==> src/rtl/riscv_pkg.sv <==
// Shared widths and the writeback-arbiter state encoding.
package riscv_pkg;
  localparam int XLEN       = 32;
  localparam int REG_ADDR_W = 5;

  typedef enum logic [1:0] {
    EMPTY = 2'd0,
    HELD  = 2'd1,
    FORCE = 2'd2
  } wb_arb_state_t;
endpackage

==> src/rtl/wb_hold_reg.sv <==
// One-entry capture register for an MCU result; load takes priority over clear.
module wb_hold_reg
  import riscv_pkg::*;
#(
  parameter int XLEN = riscv_pkg::XLEN
) (
  input  logic                  clk,
  input  logic                  rst,
  input  logic                  load,
  input  logic                  clear,
  input  logic [REG_ADDR_W-1:0] d_rd,
  input  logic [XLEN-1:0]       d_data,
  output logic                  valid,
  output logic [REG_ADDR_W-1:0] q_rd,
  output logic [XLEN-1:0]       q_data
);

  always_ff @(posedge clk or posedge rst) begin
    if (rst) begin
      valid  <= 1'b0;
      q_rd   <= '0;
      q_data <= '0;
    end else if (load) begin
      valid  <= 1'b1;
      q_rd   <= d_rd;
      q_data <= d_data;
    end else if (clear) begin
      valid  <= 1'b0;
    end
  end

endmodule

==> src/rtl/wb_port_arbiter.sv <==
// Shares the register-file write port between in-order writeback and an
// out-of-order multi-cycle unit, with a starvation bound on the MCU result.
module wb_port_arbiter
  import riscv_pkg::*;
#(
  parameter int STARVE_LIMIT = 4,
  parameter int XLEN         = riscv_pkg::XLEN
) (
  input  logic                  clk,
  input  logic                  rst,
  input  logic                  pipe_we,
  input  logic [REG_ADDR_W-1:0] pipe_rd,
  input  logic [XLEN-1:0]       pipe_data,
  input  logic                  mcu_valid,
  output logic                  mcu_ready,
  input  logic [REG_ADDR_W-1:0] mcu_rd,
  input  logic [XLEN-1:0]       mcu_data,
  output logic                  stall_pipe,
  output logic                  rf_we,
  output logic [REG_ADDR_W-1:0] rf_waddr,
  output logic [XLEN-1:0]       rf_wdata
);

  localparam int CW = $clog2(STARVE_LIMIT + 1);

  wb_arb_state_t         state_reg;
  logic [CW-1:0]         wait_cnt_reg;
  logic                  held_valid;
  logic [REG_ADDR_W-1:0] held_rd;
  logic [XLEN-1:0]       held_data;
  logic                  grant_pipe;
  logic                  grant_held;
  logic                  vacate;
  logic                  xfer;

  wb_hold_reg #(.XLEN(XLEN)) u_hold (
    .clk    (clk),
    .rst    (rst),
    .load   (xfer),
    .clear  (vacate),
    .d_rd   (mcu_rd),
    .d_data (mcu_data),
    .valid  (held_valid),
    .q_rd   (held_rd),
    .q_data (held_data)
  );

  // In FORCE the pipe is stalled rather than discarding the held entry on a
  // matching rd: the stalled pipe write lands a cycle later and still wins.
  always_comb begin
    grant_pipe = 1'b0;
    grant_held = 1'b0;
    vacate     = 1'b0;
    stall_pipe = 1'b0;
    case (state_reg)
      EMPTY: grant_pipe = pipe_we;
      HELD: begin
        if (pipe_we) begin
          grant_pipe = 1'b1;
          vacate     = held_valid && (pipe_rd == held_rd);
        end else begin
          grant_held = 1'b1;
          vacate     = 1'b1;
        end
      end
      FORCE: begin
        grant_held = 1'b1;
        vacate     = 1'b1;
        stall_pipe = pipe_we;
      end
      default: ;
    endcase
    mcu_ready = (state_reg == EMPTY) || vacate;
    xfer      = mcu_valid && mcu_ready;
  end

  always_ff @(posedge clk or posedge rst) begin
    if (rst) begin
      state_reg    <= EMPTY;
      wait_cnt_reg <= '0;
      rf_we        <= 1'b0;
      rf_waddr     <= '0;
      rf_wdata     <= '0;
    end else begin
      if (xfer) begin
        state_reg    <= HELD;
        wait_cnt_reg <= '0;
      end else if (vacate) begin
        state_reg    <= EMPTY;
      end else if (state_reg == HELD && pipe_we) begin
        if (wait_cnt_reg == CW'(STARVE_LIMIT - 1)) state_reg <= FORCE;
        else wait_cnt_reg <= wait_cnt_reg + 1'b1;
      end

      rf_we <= (grant_pipe && pipe_rd != '0) || (grant_held && held_rd != '0);
      if (grant_pipe) begin
        rf_waddr <= pipe_rd;
        rf_wdata <= pipe_data;
      end else if (grant_held) begin
        rf_waddr <= held_rd;
        rf_wdata <= held_data;
      end
    end
  end

endmodule

==> config.mk <==
export PLATFORM = sky130hd
export DESIGN_NAME = wb_port_arbiter
export DESIGN_NICKNAME = d
export VERILOG_FILES = /design/src/rtl/riscv_pkg.sv /design/src/rtl/wb_hold_reg.sv /design/src/rtl/wb_port_arbiter.sv
export SDC_FILE = /design/constraint.sdc
export NUM_CORES = 1
export LEC_CHECK = 0
export BUFFER_PORTS_ARGS = -buffer_cell sky130_fd_sc_hd__buf_2
export CAP_MARGIN = 20
export CORE_MARGIN = 5
export CORE_UTILIZATION = 46
export CTS_CLUSTER_SIZE = 14
export DETAILED_ROUTE_END_ITERATION = 10
export PLACE_DENSITY = 0.88
export SKIP_CTS_REPAIR_TIMING = 1
export SYNTH_ARGS = -nofsm -noshare
export SYNTH_HDL_FRONTEND = slang
export SYNTH_HIERARCHICAL = 1
export SYNTH_SLANG_ARGS = --single-unit
==> constraint.sdc <==
create_clock -name clk -period 2.6 [get_ports clk]
set_clock_uncertainty 0.2 [all_clocks]
set_input_delay 0 -clock clk [delete_from_list [all_inputs] [get_ports clk]]
set_output_delay 0 -clock clk [all_outputs]
set_load 0.02 [all_outputs]
==> flow_summary_export.csv, run 1 <==
group,metric,value,unit
run_status,status,"finished, final reports clean",
logic_synthesis,syn_inst,300,
placed_design,post-place-cells,509,
logic_synthesis,ys_seq_area_frac,0.551,
logic_synthesis,synth-edff-count,0,
timing,finalSetupViolations,0,
logic_synthesis,ys_warn_count,6,
placed_design,gp_congestion,0.730,
detailed_routing,dr.pass1.iters,4,
setup_path,path_max_fanout,18,
flow_run,maxCapViolCount,0,
logic_synthesis,syn_area_per_cell,12.3,um2
finish,layout_common_cells,"buf_2 (117), dfrtp_1 (81), dlygate4sd3_1 (78)",
logic_synthesis,yosysUniqueCellTypes,31,
logic_synthesis,syn_nets,383,
die,die_h,99.4,um
global_route,overflow,0,
setup_path,required,2.64,ns
setup_path,crit_arrival,2.57,ns
setup_path,crit_type,"reg2reg",
setup_path,critPathSlowestCell,"or4_4",
placed_design,hpwl,6260,um
detailed_routing,vias_per_cell,5.02,
logic_synthesis,yosysTopAreaCell,"dfrtp_1",
logic_synthesis,ys_ff_latch,81,
power_and_ir_drop,peakVddDrop,0.681,mV
timing,drv_slew,0,
timing,finalHoldViolations,0,
die,initial_core_util,0.473,
timing,fmax,394,MHz
die,die_area,0.00988,mm2
clock_tree,cts_root_buf,"clkbuf_8",
logic_synthesis,synth_top_area_share,0.551,
setup_path,r2r_cells,8,
timing,tightestPinTransition,0.837,ns
detailed_routing,wl_per_cell,17.5,um
finish,diodes,0,
power_and_ir_drop,leakagePower,2.72,nW
clock_tree,cts.clk_slew.worst_paths,0.09,ns
detailed_routing,drt-initial-drc-count,90,
setup_path,cp-end-kind,"flop",
timing,period_share,0.976,
timing,relSlewSlack,0.441,
setup_path,start_kind,"flop",
finish,final_common_cell,"buf_2",
setup_path,cp_slowest_stage_delay,0.45,ns
timing,timing.hold.ws,0.166,ns
finish,area_growth,49.4,%
global_route,antenna_found_initial,0,
die,coreArea,0.00777,mm2
setup_path,crit_path_cell_trace,"inv_2 -> ha_4 -> nand3_2 -> or4_4 -> o211ai_4 -> and2_4 -> buf_12 -> mux2_2",
global_route,grt_pass1_wl,14300,um
placed_design,numPortBuffers,117,
finish,nets,582,
global_route,grt_start_max_net_pins,52,
logic_synthesis,ys_top_cells_by_area,"dfrtp_1 (55%), mux2i_1 (10%), mux2_4 (7.8%)",
detailed_routing,final_antenna_net_count,0,
clock_tree,htree_levels,3,
setup_path,ff2ff_setup_slack,0.06,ns
finish,fin_cells,606,
clock_tree,cts_buffers,9,
clock_tree,clock_latency,0.35,ns
detailed_routing,routed_wl,10600,um
finish,reg_top3,"rf_wdata (32), u_hold/q_data (32)",
clock_tree,tritoncts,"built",
logic_synthesis,synth.cell_area,0.00368,mm2
timing,period_needed,2.54,ns
finish,drive_above_1_share,0.381,
die,io_pins,118,
clock_tree,cts_buffer_depth,2,
power_and_ir_drop,p_per_area,1140,mW/mm2
detailed_routing,drc,0,
worst_hold_path,hp-class,"in2async",
global_route,grt_pass1_vias,2898,
logic_synthesis,async_flop_share,1.00,
detailed_routing,via_count,3044,
clock_tree,clock_sinks,81,
global_route,track_usage,0.181,
timing,rsz0062_at_grt,"true",
logic_synthesis,synth_ff_type,"dfrtp_1",
die,die_w,99.4,um
die,std_cell_rows,32,
## critical path, delay by kind of cell (launching register included)
family | cells | cell delay, ns
and+or+nand+nor | 3 | 0.73
adders and majority gates | 1 | 0.29
muxes | 1 | 0.35
AOI/OAI and AO/OA | 1 | 0.21
buffers and inverters | 2 | 0.24
DFF | 1 | 0.40
## cell families (layout without fill, tap and decap cells)
group / Yosys count / after routing / synth area share
adder cells (fa/ha/maj): 5 / 5 / 0.0170
multiplexers: 74 / 74 / 0.233
buffers and inverters: 26 / 230 / 0.0364
flip-flops: 81 / 81 / 0.551
AO/OA/AOI/OAI: 52 / 52 / 0.0817
XOR/XNOR: 5 / 5 / 0.0119
AND/OR/NAND/NOR: 57 / 57 / 0.0684
## cells in the mapped netlist, types with 2 or more instances
| cell type | number |
|---|---|
| and2_1 | 3 |
| clkbuf_1 | 8 |
| mux2i_1 | 37 |
| o21ai_1 | 2 |
| buf_2 | 5 |
| o211ai_1 | 2 |
| or4_1 | 2 |
| xor2_1 | 3 |
| dfrtp_1 | 81 |
| nor2_1 | 39 |
| buf_6 | 4 |
| a21oi_1 | 37 |
| mux2_4 | 19 |
| nand2_1 | 6 |
| a221oi_1 | 2 |
| o21ai_0 | 2 |
| ha_1 | 5 |
| nand3_1 | 2 |
| xnor2_1 | 2 |
| mux2_2 | 18 |
| inv_1 | 9 |
| or3_1 | 2 |
| a32oi_1 | 2 |
## layout make-up
cell class / instances / area (um2)
well taps: 102 / 128
repair buffers: 205 / 1510
flip-flops and latches: 81 / 2030
fillers: 537 / 2270
inverters: 9 / 33.8
clock inverters: 7 / 103
multi-input cells: 193 / 1570
clock buffers: 9 / 124
## report_power, final
part	internal [mW]	switching (mW)	total [mW]	leakage (nW)
Combinational	1.41	1.53	2.94	1.68
Sequential	1.90	0.401	2.30	0.933
Clock	0.551	0.494	1.04	0.104
## per-stage QoR
step / setup WS, ns / util / setup TNS, ns / total power, mW / area (um2)
2_1_floorplan: -0.0838 / - / -2.10 / 4.22 / 3720
3_3_place_gp: 0.104 / 0.571 / 0 / 4.92 / 4430
3_5_place_dp: 0.0420 / 0.571 / 0 / 5.06 / 4430
4_1_cts: 0.0281 / 0.600 / 0 / 6.11 / 4660
5_1_grt: -0.0155 / 0.707 / -0.0531 / 6.63 / 5490
6_report: 0.0611 / 0.707 / 0 / 6.28 / 5490
## worst paths after layout
check                               endpoint              from
max                        u_hold/q_data[31]      state_reg[0]
max reg2reg                u_hold/q_data[31]      state_reg[0]
min in group clk           u_hold/q_data[27]      mcu_data[27]
min                         u_hold/q_data[4]               rst
max in group asynchronous        rf_waddr[2]               rst
min reg2reg                 u_hold/q_data[7]  u_hold/q_data[7]
## layer usage
metal | vias to the layer above | GRT usage | part of all wire
li1 | 1451 | - | -
met1 | 1508 | 0.229 | 0.42
met2 | 81 | 0.308 | 0.54
met3 | 4 | 0.0505 | 0.039
met4 | 0 | 0.0431 | 0.0031
met5 | - | 0 | 0
(Power assumes the default switching activity.)
==> run 2, diff against run 1 <==
ABC_AREA = 1   (was unset)
CORE_UTILIZATION = 47   (was 46)
PLACE_DENSITY = 0.85   (was 0.88)
clock period = 2.2 ns   (was 2.6 ns; I/O delays follow)
==> run 2 against run 1 <==
- sequential power rose by 19%
- die area rose by 4.4%
- count of clock-buffer cells in the layout rose by 1
- sequential share of layout area fell by 1.4 points
- non-clock buffer count rose by 6
- largest cell class unchanged
- fmax rose by 16%
- synthesized area rose by 7.2%
- highest routed layer unchanged
- first-iteration DRC count rose by 100%
- hold slack got worse by 0.15 ns
- clock power rose by 24%
- synthesized cell count rose by 50%
- power rose by 30%
==> flow_summary_export.csv, run 2 <==
group,metric,value,unit
run_status,status,"finished, final reports clean",
setup_path,start_kind,"flop",
logic_synthesis,synthMostInstantiatedCell,"nand2_1",
setup_path,crit_arrival,2.19,ns
timing,drv_slew,0,
global_route,antenna_found_initial,0,
clock_tree,cts.clk_slew.worst_paths,0.08,ns
global_route,grt_start_max_net_pins,65,
finish,nets,733,
logic_synthesis,synth-edff-count,0,
timing,setup_slack,0.0173,ns
logic_synthesis,synth.cell_area,0.00394,mm2
global_route,grt_pass1_wl,15900,um
finish,layout_common_cells,"nand2_1 (181), buf_2 (117), dfrtp_1 (81)",
finish,drive_above_1_share,0.312,
logic_synthesis,async_flop_share,1.00,
flow_run,maxCapViolCount,0,
logic_synthesis,synth_commonest_cells,"nand2_1 (181), dfrtp_1 (81), nand3_1 (38)",
clock_tree,cts_root_buf,"clkbuf_8",
detailed_routing,final_antenna_net_count,0,
clock_tree,cts_buffer_depth,2,
finish,final_common_cell,"nand2_1",
setup_path,crit_type,"reg2reg",
die,std_cell_rows,33,
timing,period_share,0.992,
global_route,grt_pass1_vias,3524,
power_and_ir_drop,p_per_area,1430,mW/mm2
placed_design,gp_congestion,0.894,
logic_synthesis,synth_ff_type,"dfrtp_1",
logic_synthesis,yosysUniqueCellTypes,27,
finish,reg_top3,"rf_wdata (32), u_hold/q_data (32)",
setup_path,cp-end-kind,"flop",
timing,finalSetupViolations,0,
finish,fin_util,0.698,
detailed_routing,via_count,3894,
detailed_routing,vias_per_cell,5.12,
placed_design,numPortBuffers,117,
setup_path,path_max_fanout,32,
finish,fin_area,0.00570,mm2
die,initial_core_util,0.482,
logic_synthesis,syn_nets,534,
logic_synthesis,ys_top_cells_by_area,"dfrtp_1 (51%), nand2_1 (17%), nand3_1 (4.8%)",
timing,finalHoldViolations,0,
clock_tree,cts_buffers,9,
logic_synthesis,ys_seq_area_frac,0.514,
global_route,overflow,0,
timing,fmax,458,MHz
finish,area_growth,44.7,%
logic_synthesis,syn_area_per_cell,8.74,um2
clock_tree,htree_levels,3,
die,die_w,102,um
detailed_routing,routed_wl,11700,um
logic_synthesis,synth_top_area_share,0.514,
logic_synthesis,syn_inst,451,
logic_synthesis,ys_warn_count,6,
setup_path,required,2.21,ns
detailed_routing,wl_per_cell,15.4,um
power_and_ir_drop,leakagePower,2.90,nW
clock_tree,clock_sinks,81,
die,coreArea,0.00818,mm2
detailed_routing,drt-initial-drc-count,181,
placed_design,placed_area,0.00457,mm2
detailed_routing,dr.pass1.iters,4,
power_and_ir_drop,peakVddDrop,0.729,mV
timing,tightestPinTransition,0.547,ns
setup_path,r2r_cells,11,
die,die_area,0.0103,mm2
die,die_h,102,um
die,io_pins,118,
logic_synthesis,yosysTopAreaCell,"dfrtp_1",
detailed_routing,drc,0,
timing,relSlewSlack,0.633,
global_route,track_usage,0.196,
placed_design,hpwl,7110,um
timing,period_needed,2.18,ns
logic_synthesis,ys_ff_latch,81,
clock_tree,tritoncts,"built",
worst_hold_path,hp-class,"in2async",
placed_design,pre_cts_slack,-0.0118,ns
timing,finalSetupTns,0,ns
clock_tree,clock_latency,0.34,ns
-- run 2: stage by stage --
stage                     instances  hold WS, ns  power (mW)
after floorplan                 451      -0.0876        5.63
after global placement          662       -0.122        6.25
after detailed placement        662       -0.121        6.47
after CTS                       677       -0.500        7.78
after global routing            759       0.0382        8.71
final                           760       0.0145        8.14
-- run 2: area by class of cell --
class,instances,area [um2]
multi-input cells,320,1600
fillers,604,2470
inverters,26,129
clock buffers,10,138
well taps,105,131
clock inverters,5,104
flip-flops and latches,81,2030
diodes,1,2.50
repair inverters,1,16.3
repair buffers,211,1560
-- run 2: worst max-delay path: stages (launching register included) --
cell,delay (ns)
dfrtp_1,0.41
inv_2,0.08
ha_1,0.24
o21bai_2,0.23
nand2_4,0.08
buf_4,0.16
inv_4,0.06
nor2_8,0.22
buf_12,0.16
inv_12,0.08
nor2_2,0.09
a31oi_1,0.05
-- run 2: worst paths after layout --
| path | endpoint | slack [ns] | from |
|---|---|---|---|
| setup / recovery | rf_wdata[10] | 0.02 | state_reg[0] |
| max in group asynchronous | rf_wdata[11] | 1.21 | rst |
| setup reg to reg | rf_wdata[10] | 0.02 | state_reg[0] |
| min in group clk | u_hold/q_data[19] | 0.19 | mcu_data[19] |
| hold / removal | u_hold/q_data[25] | 0.01 | rst |
| hold reg to reg | u_hold/q_data[29] | 0.27 | u_hold/q_data[29] |
-- run 2: routing by layer --
metal	up-vias	share of wire	global-route usage
met5	-	0	0
met4	0	0.038	0.101
met3	43	0.062	0.0296
met2	178	0.52	0.340
met1	1822	0.38	0.236
li1	1851	-	-
-- run 2: logic make-up after synthesis --
| family | after synthesis | synth area share |
|---|---|---|
| AO/OA/AOI/OAI | 46 | 0.0835 |
| flip-flops | 81 | 0.514 |
| buffers and inverters | 50 | 0.0863 |
| AND/OR/NAND/NOR | 269 | 0.300 |
| adder cells (fa/ha/maj) | 5 | 0.0159 |
-- run 2: power breakdown --
group	switching [mW]	total [mW]	leakage, nW	internal, mW
logic	2.57	4.11	1.80	1.53
clock network	0.516	1.29	0.122	0.779
registers	0.485	2.74	0.973	2.25
==> run 3, diff against run 2 <==
clock period = 1.77 ns   (was 2.2 ns; I/O delays follow)
==> run 3 against run 2 <==
- the flow now finishes with violations (setup timing)
- utilization increased by 2.5 points
- via count down 0.82%
- non-clock buffer count rose by 13
- global-route usage decreased by 0.70 points
- cell area grew 3.6%
- sequential share of layout area is 1.2 points lower
- critical path type unchanged
- critical endpoint is now rf_wdata[7]
- largest cell class unchanged
==> flow_summary_export.csv, run 3 (synthesized netlist as in run 2, its figures left out) <==
group,metric,value,unit
timing,tightestPinTransition,0.793,ns
clock_tree,cts_root_buf,"clkbuf_8",
finish,fin_cells,772,
global_route,grt_pass1_vias,3340,
finish,drive_above_1_share,0.354,
timing,timing.hold.ws,0.0910,ns
detailed_routing,routed_wl,11600,um
clock_tree,clock_latency,0.35,ns
detailed_routing,drc,0,
run_status,status,"complete, but fails checks",
power_and_ir_drop,peakVddDrop,0.984,mV
die,die_w,102,um
detailed_routing,final_antenna_net_count,0,
finish,area_growth,49.9,%
finish,diodes,0,
clock_tree,htree_levels,3,
placed_design,pre_cts_slack,-0.173,ns
finish,final_common_cell,"nand2_1",
finish,fin_util,0.723,
power_and_ir_drop,power,10.4,mW
detailed_routing,vias_per_cell,5.00,
die,io_pins,118,
setup_path,crit_arrival,1.95,ns
die,coreArea,0.00818,mm2
run_status,violations,"setup timing",
timing,period_share,1.09,
worst_hold_path,hp-class,"in2async",
setup_path,crit_type,"reg2reg",
setup_path,r2r-start,"state_reg[0]",
placed_design,post-place-cells,672,
timing,relSlewSlack,0.468,
clock_tree,cts.clk_slew.worst_paths,0.09,ns
global_route,antenna_found_initial,0,
timing,rsz0062_at_grt,"true",
setup_path,start_kind,"flop",
finish,fin_area,0.00591,mm2
global_route,grt_pass1_wl,15300,um
die,die_area,0.0103,mm2
clock_tree,cts_buffer_depth,2,
clock_tree,clock_sinks,81,
die,initial_core_util,0.482,
setup_path,required,1.78,ns
finish,layout_common_cells,"nand2_1 (165), buf_2 (116), dfrtp_1 (81)",
finish,nets,745,
timing,fmax,518,MHz
setup_path,r2r_cells,10,
timing,period_needed,1.93,ns
timing,finalSetupViolations,75,
placed_design,placed_area,0.00471,mm2
finish,n_fill_cell,547,
detailed_routing,via_count,3862,
timing,finalSetupTns,-9.10,ns
detailed_routing,drt-initial-drc-count,246,
setup_path,r2r_end,"rf_wdata[7]",
timing,finalHoldViolations,0,
placed_design,hpwl,6970,um
power_and_ir_drop,p_per_area,1750,mW/mm2
global_route,track_usage,0.189,
finish,ff_latch_area,0.00203,mm2
detailed_routing,dr.pass1.iters,5,
timing,drv_slew,0,
die,die_h,102,um
clock_tree,cts_buffers,9,
setup_path,path_max_fanout,64,
global_route,overflow,0,
setup_path,cp-end-kind,"flop",
detailed_routing,wl_per_cell,15.0,um
finish,multi_input_area,0.00170,mm2
placed_design,gp_congestion,0.916,
power_and_ir_drop,leakagePower,2.97,nW
die,std_cell_rows,33,
setup_path,ff2ff_setup_slack,-0.16,ns
finish,reg_top3,"rf_wdata (32), u_hold/q_data (32)",
placed_design,numPortBuffers,117,
clock_tree,tritoncts,"built",
timing,setup_slack,-0.160,ns
global_route,grt_start_max_net_pins,65,
flow_run,maxCapViolCount,0,
run 3: changes by cell type in the layout (fill, tap and decap cells not counted), moves of 2 or more:
cell	before	now
o21ai_1	0	3
nand2_1	181	165
inv_6	0	2
nand3_4	0	2
buf_6	1	3
clkbuf_16	0	3
nand2_2	2	16
buf_4	11	20
nand3_1	37	34
o21ai_0	11	7
nand2_4	1	3
clkinvlp_4	0	3
run 3: per-layer routing:
metal / GRT usage / wire length [um] / up-vias / part of all wire
li1: - / - / 1872 / -
met1: 0.234 / 4490 / 1810 / 0.39
met2: 0.326 / 6060 / 154 / 0.52
met3: 0.0310 / 776 / 26 / 0.067
met4: 0.0808 / 268 / 0 / 0.023
met5: 0 / 0 / - / 0
run 3: final cells by class:
cell class | count | share of cell area
Sequential cell | 81 | 0.343
Multi-Input combinational cell | 320 | 0.288
Timing Repair Buffer | 224 | 0.288
Tap cell | 105 | 0.0222
Inverter | 26 | 0.0218
Clock buffer | 10 | 0.0216
Clock inverter | 6 | 0.0155
run 3: worst max-delay path: stages (launching register included):
cell and delay, ns:
dfrtp_1 0.42, buf_4 0.16, ha_4 0.17, inv_1 0.07, o21bai_2 0.07, nand2_4 0.12, inv_4 0.06, nor2_8 0.16
inv_16 0.11, nor2_1 0.16, a31oi_2 0.05
run 3: report_power, final:
part / total [mW] / internal [mW] / switching, mW
Combinational: 5.47 / 2.20 / 3.26
Sequential: 3.41 / 2.80 / 0.605
Clock: 1.48 / 0.800 / 0.683
run 3: how the worst max path moves through the flow:
stage                  from        endpoint  slack [ns]  cells after the start
3_5_place_dp   state_reg[1]    rf_wdata[25]       -0.17                     10
4_1_cts        state_reg[1]       mcu_ready       -0.26                      8
2_1_floorplan  state_reg[0]  u_hold/q_rd[4]       -0.23                     13
6_report       state_reg[0]     rf_wdata[7]       -0.16                     10
3_3_place_gp   state_reg[1]  u_hold/q_rd[1]       -0.11                     12
5_1_grt        state_reg[1]    rf_wdata[25]       -0.25                     10
